<file path="config.mk">
export PLATFORM = sky130hd
export DESIGN_NAME = pc_sequencer
export DESIGN_NICKNAME = d
export VERILOG_FILES = /design/src/rtl/cpu_pkg.sv /design/src/rtl/branch_target_calc.sv /design/src/rtl/pc_sequencer.sv
export SDC_FILE = /design/constraint.sdc
export NUM_CORES = 1
export LEC_CHECK = 0
export CAP_MARGIN = 20
export CORE_MARGIN = 1
export CORE_UTILIZATION = 34
export DETAILED_ROUTE_END_ITERATION = 8
export RECOVER_POWER = 100
export SLEW_MARGIN = 20
export SYNTH_ARGS = -nofsm -noshare
export SYNTH_HDL_FRONTEND = slang
export SYNTH_SLANG_ARGS = --single-unit
</file>
<file path="constraint.sdc">
create_clock -name clk -period 2.4 [get_ports clk]
set_clock_uncertainty 0.15 [all_clocks]
set_input_delay 0.72 -clock clk [delete_from_list [all_inputs] [get_ports clk]]
set_output_delay 0.72 -clock clk [all_outputs]
set_load 0.05 [all_outputs]
</file>
<file path="src/rtl/cpu_pkg.sv">
// Shared types and constants for the Thumb core front end.
package cpu_pkg;

  typedef enum logic [1:0] {
    IDLE  = 2'd0,
    FETCH = 2'd1,
    WAIT  = 2'd2,
    DRAIN = 2'd3
  } fetch_state_t;

  localparam int THUMB_INSTR_W  = 16;
  localparam int PC_STEP        = 2;
  localparam int BRANCH_PC_BIAS = 4;

endpackage

</file>
<file path="src/rtl/branch_target_calc.sv">
// Taken-branch target: br_pc + 4 + (sext(br_off) << 1), wrapping, halfword aligned.
module branch_target_calc
  import cpu_pkg::*;
#(
  parameter int ADDR_W = 32,
  parameter int OFF_W  = 11
) (
  input  logic [ADDR_W-1:0] br_pc,
  input  logic [OFF_W-1:0]  br_off,
  output logic [ADDR_W-1:0] target
);

  logic [ADDR_W-1:0] off_ext;
  logic [ADDR_W-1:0] sum;

  always_comb begin
    off_ext = {{(ADDR_W-OFF_W){br_off[OFF_W-1]}}, br_off};
    sum     = br_pc + ADDR_W'(BRANCH_PC_BIAS) + (off_ext << 1);
    target  = {sum[ADDR_W-1:1], 1'b0};
  end

endmodule

</file>
<file path="src/rtl/pc_sequencer.sv">
// Fetch stage: PC register, single-outstanding halfword fetch, one-entry
// instruction buffer toward decode, and branch redirect with stale-response drain.
module pc_sequencer
  import cpu_pkg::*;
#(
  parameter int                ADDR_W   = 32,
  parameter logic [ADDR_W-1:0] RESET_PC = '0,
  parameter int                OFF_W    = 11
) (
  input  logic                     clk,
  input  logic                     rst_n,
  output logic                     imem_req,
  output logic [ADDR_W-1:0]        imem_addr,
  input  logic                     imem_gnt,
  input  logic                     imem_rvalid,
  input  logic [THUMB_INSTR_W-1:0] imem_rdata,
  output logic                     instr_valid,
  output logic [THUMB_INSTR_W-1:0] instr,
  output logic [ADDR_W-1:0]        instr_pc,
  input  logic                     instr_ready,
  input  logic                     br_valid,
  input  logic                     do_branch,
  input  logic [ADDR_W-1:0]        br_pc,
  input  logic [OFF_W-1:0]         br_off
);

  // Handshakes: a fetch is accepted on an edge where imem_req && imem_gnt;
  // decode takes instr on an edge where instr_valid && instr_ready.
  fetch_state_t      state;
  logic [ADDR_W-1:0] pc;
  logic [ADDR_W-1:0] req_addr;
  logic [ADDR_W-1:0] target;
  logic              redirect;
  logic              fire;

  branch_target_calc #(
    .ADDR_W (ADDR_W),
    .OFF_W  (OFF_W)
  ) u_target (
    .br_pc  (br_pc),
    .br_off (br_off),
    .target (target)
  );

  // Only request when the buffer is free (or being drained this cycle),
  // so a returning response always has somewhere to land.
  assign imem_req  = (state == FETCH) && (!instr_valid || instr_ready);
  assign imem_addr = {pc[ADDR_W-1:1], 1'b0};
  assign fire      = imem_req && imem_gnt;
  assign redirect  = br_valid && do_branch;

  always_ff @(posedge clk or negedge rst_n) begin
    if (!rst_n) begin
      state       <= IDLE;
      pc          <= RESET_PC;
      req_addr    <= '0;
      instr_valid <= 1'b0;
      instr       <= '0;
      instr_pc    <= '0;
    end else begin
      if (instr_valid && instr_ready) instr_valid <= 1'b0;

      case (state)
        IDLE: state <= FETCH;

        FETCH: begin
          if (redirect) begin
            pc <= target;
            // A grant in the same cycle leaves a stale response in flight.
            if (fire) state <= DRAIN;
          end else if (fire) begin
            req_addr <= pc;
            pc       <= pc + ADDR_W'(PC_STEP);
            state    <= WAIT;
          end
        end

        WAIT: begin
          if (redirect) begin
            pc    <= target;
            state <= imem_rvalid ? FETCH : DRAIN;
          end else if (imem_rvalid) begin
            instr       <= imem_rdata;
            instr_pc    <= req_addr;
            instr_valid <= 1'b1;
            state       <= FETCH;
          end
        end

        DRAIN: begin
          if (redirect) pc <= target;
          if (imem_rvalid) state <= FETCH;
        end

        default: state <= IDLE;
      endcase

      // Flush wins over both consume and reload.
      if (redirect) instr_valid <= 1'b0;
    end
  end

endmodule

</file>
==> impl_metrics.tcl <==
set metrics [dict create \
    cts_hold_buf 0 \
    n_antenna_cell 0 \
    dp_hpwl_mm 14.5 \
    num_io_pins 148 \
    power-per-cell-area_nw_per_um2 1130 \
    internal-power_mw 6.09 \
    r2r_cells 8 \
    relSlewSlack 0.362 \
    grt_max_degree 42 \
    die-area_um2 20700 \
    grt_use_met3 0.0258 \
    clock-sinks 112 \
    avgSynthCellArea_um2 9.47 \
    routedWlPerCell_um 15.5 \
    syn2layout_area_growth_pct 55.8 \
    slowest_delay_ns 0.41 \
    switching_share 0.494 \
    firstDrtPassIters 5 \
    drc 0 \
    vias 6469 \
    antenna_left 0 \
    hold_path_class "flop to flop" \
    drv_cap 0 \
    leakage_nw 4.79 \
    pre_cts_slack_ns -1.78 \
    grt.total_usage 0.190 \
    synth_seq_cells 112 \
    reg2reg_from "pc[17]$_DFFE_PN0P_" \
    violations "negative setup slack" \
    crit_type "input port to flop" \
    status "finished with violations" \
    worstReg2RegEnd "pc[23]$_DFFE_PN0P_" \
    end_kind "flop" \
    startpoint_type "input port" \
    cts_buffer_depth 2 \
    synthFlopType "dfrtp_1" \
    setup_tns_ns -13.26 \
    finalPower_mw 12.0 \
    crit_top_cell "ha_4" \
    place.port_buffers 144 \
    seqPwrFrac 0.276 \
    initial_core_util 0.350 \
    synth-edff-count 0 \
    synth_top_area_cell "dfrtp_1" \
    setup_viol 25 \
    drtIter0Drc 262 \
    reg2reg_slack_ns 0.08 \
    path_depth 14 \
    viasPerCell 5.00 \
    finalHoldViolations 0 \
    path_buf_inv 3 \
    grt_pass1_wl_mm 31.4 \
    max_freq_mhz 305 \
    syn_area_um2 6860 \
    crit_family "compound AO/OA/AOI/OAI gates" \
    synth_top_area_share 0.409 \
    routed_wl_mm 20.0 \
    combPwrFrac 0.587 \
    grt_antenna_before_repair 0 \
    cts_made_buffers 9 \
    gp_congestion 0.867 \
    fin_crit_sh 1.37 \
    yosys.cell_types.count 69 \
    die_h_um 144 \
    worstPathCellList "buf_8 -> inv_8 -> ha_4 -> inv_2 -> ha_4 -> fa_2 -> a211oi_4 -> o211ai_2 -> a311o_4 -> a21o_1 -> a31o_1 -> a311oi_2 -> xor2_1 -> a21oi_1" \
    die_x_um 144 \
    power_frac_clock 0.137 \
    drive_above_1_share 0.389 \
    grt_setup_unrepaired "true" \
    met1_usage 0.275 \
    gr-usage-met2 0.297 \
    switchingPower_mw 5.94 \
    syn_inst 724 \
    vdd_drop_max_uv 422 \
    yosys-top-cells-area "dfrtp_1 41%, ha_1 11%, mux2_2 7.7%" \
    cts_root_buffer "clkbuf_16" \
    final_cells 1295 \
    period_needed_ns 3.28 \
    ys_warn_count 0 \
    htree_levels 3 \
    core-area_um2 19600 \
    slew_violations 0 \
    crit_end "pc[30]$_DFFE_PN0P_" \
    tightest_slew_ns 0.957 \
    placed_cells_incl_taps 1262 \
    fillers 1831 \
    arrival_ns 3.36 \
    ys_seq_area_frac 0.409 \
    overflow 0 \
    async_flop_share 1.00 \
    clk_pin_slew_ns 0.08 \
    clk_latency_ns 0.34 \
    finish.net_count 1152 \
    cp_slowest_cell "fa_2" \
    cp_max_fo 3 \
    tritoncts "yes" \
    grt-busiest-layer "met2" \
    fp-row-count 51 \
    whs_ns 0.328 \
    crit_required_ns 2.48 \
    setup_ws_ns -0.878 \
    startpoint "br_pc[2]" \
    first_global_vias 6250 \
]
[cell families after synthesis]
kind of cell               after synthesis  synth area share
muxes                                   49            0.0801
buffers and inverters                   46            0.0266
DFF                                    112             0.409
AOI/OAI and AO/OA                      191             0.182
other                                    1          0.000547
adders and majority gates               61             0.112
xor gates and xnor gates                24            0.0307
and+or+nand+nor                        240             0.159
[through the flow]
step                 util  instance area [µm²]
global route        0.545                10700
floorplan               -                 7010
finish              0.545                10700
CTS                 0.542                10600
detailed placement  0.498                 9750
global placement    0.498                 9750
[metal layers]
metal  wire length, µm  vias to the layer above
li1                  -                     3211
met1              9460                     3088
met2              9350                      159
met3               988                       11
met4               227                        0
met5                 0                        -
[layout make-up]
class / instances / area (µm²) / share of cell area
multi-input combinational: 567 / 4810 / 0.450
sequential: 112 / 2800 / 0.262
timing repair buffer: 320 / 2340 / 0.219
tap: 265 / 332 / 0.0310
clock buffer: 9 / 225 / 0.0211
clock inverter: 7 / 104 / 0.00972
inverter: 15 / 68.8 / 0.00644
[layout by cell type (no fill, tap or decap), types with 10 or more instances in the layout]
master,netlist,final
clkbuf_1,23,65
inv_1,15,11
o21ai_0,34,29
clkbuf_2,0,24
nand3_1,21,18
buf_6,0,24
dfrtp_1,112,112
nor2_1,37,33
a21o_1,16,16
nand2_1,126,122
a21oi_1,68,55
mux2_2,47,47
a21oi_2,0,10
nor3_1,11,10
ha_4,0,41
clkdlybuf4s50_1,0,34
ha_1,60,16
buf_4,2,148
[cells in the mapped netlist (3+ instances only)]
cell / instances
and4_1: 3
a21o_1: 16
o21a_1: 5
o22ai_1: 9
mux2_2: 47
a21oi_1: 68
a31oi_1: 5
o21ai_0: 34
and2_1: 5
a211oi_1: 11
or2_2: 3
nand4_1: 6
ha_1: 60
nor3_1: 11
nand3_1: 21
buf_1: 4
o21bai_1: 5
xor2_1: 10
inv_1: 15
and3_1: 9
nor2_1: 37
nand2_1: 126
nor4_1: 3
clkbuf_1: 23
xnor2_1: 14
dfrtp_1: 112
o21ai_1: 3
nor2b_1: 3
o211ai_1: 5
nand2b_1: 3
[state kept, by name, indices dropped and copies added, names as in the netlist]
| register | flops |
|---|---|
| instr | 16 |
| state | 2 |
| instr_pc | 31 |
| pc | 31 |
| instr_valid | 1 |
| req_addr | 31 |
[power by group through the flow]
stage	combinational [mW]	clock [mW]	sequential, mW
6_report	7.06	1.65	3.32
3_3_place_gp	7.17	0	3.33
2_1_floorplan	2.22	0	5.51
5_1_grt	7.56	1.76	3.44
3_5_place_dp	7.22	0	3.36
4_1_cts	7.43	1.69	3.33
[repair_timing]
item                       in CTS  in global routing
hold endpoints to repair        0                  0
gates resized for setup       148                111
setup buffers                   9                 13
pin swaps                      91                 78
setup endpoints to repair      29                 41
gates cloned                    0                  0
[worst min-delay path by stage]
stage               slack (ns)  depth (start not counted)                startpoint                  endpoint
CTS                       0.21                          1                     rst_n      instr[3]$_DFFE_PN0P_
global route              0.35                          2   req_addr[9]$_DFFE_PN0P_   req_addr[9]$_DFFE_PN0P_
finish                    0.33                          2  req_addr[21]$_DFFE_PN0P_  req_addr[21]$_DFFE_PN0P_
floorplan                 0.27                          0                     rst_n      instr[0]$_DFFE_PN0P_
global placement          0.30                          2  req_addr[21]$_DFFE_PN0P_  req_addr[21]$_DFFE_PN0P_
detailed placement        0.31                          2  req_addr[21]$_DFFE_PN0P_  req_addr[21]$_DFFE_PN0P_
[worst min-delay path: cells and delay by family, from the launching register on]
kind	cells	cell delay [ns]
DFF	1	0.34
and+or+nand+nor	2	0.10
Power figures use the tool's default switching activity.
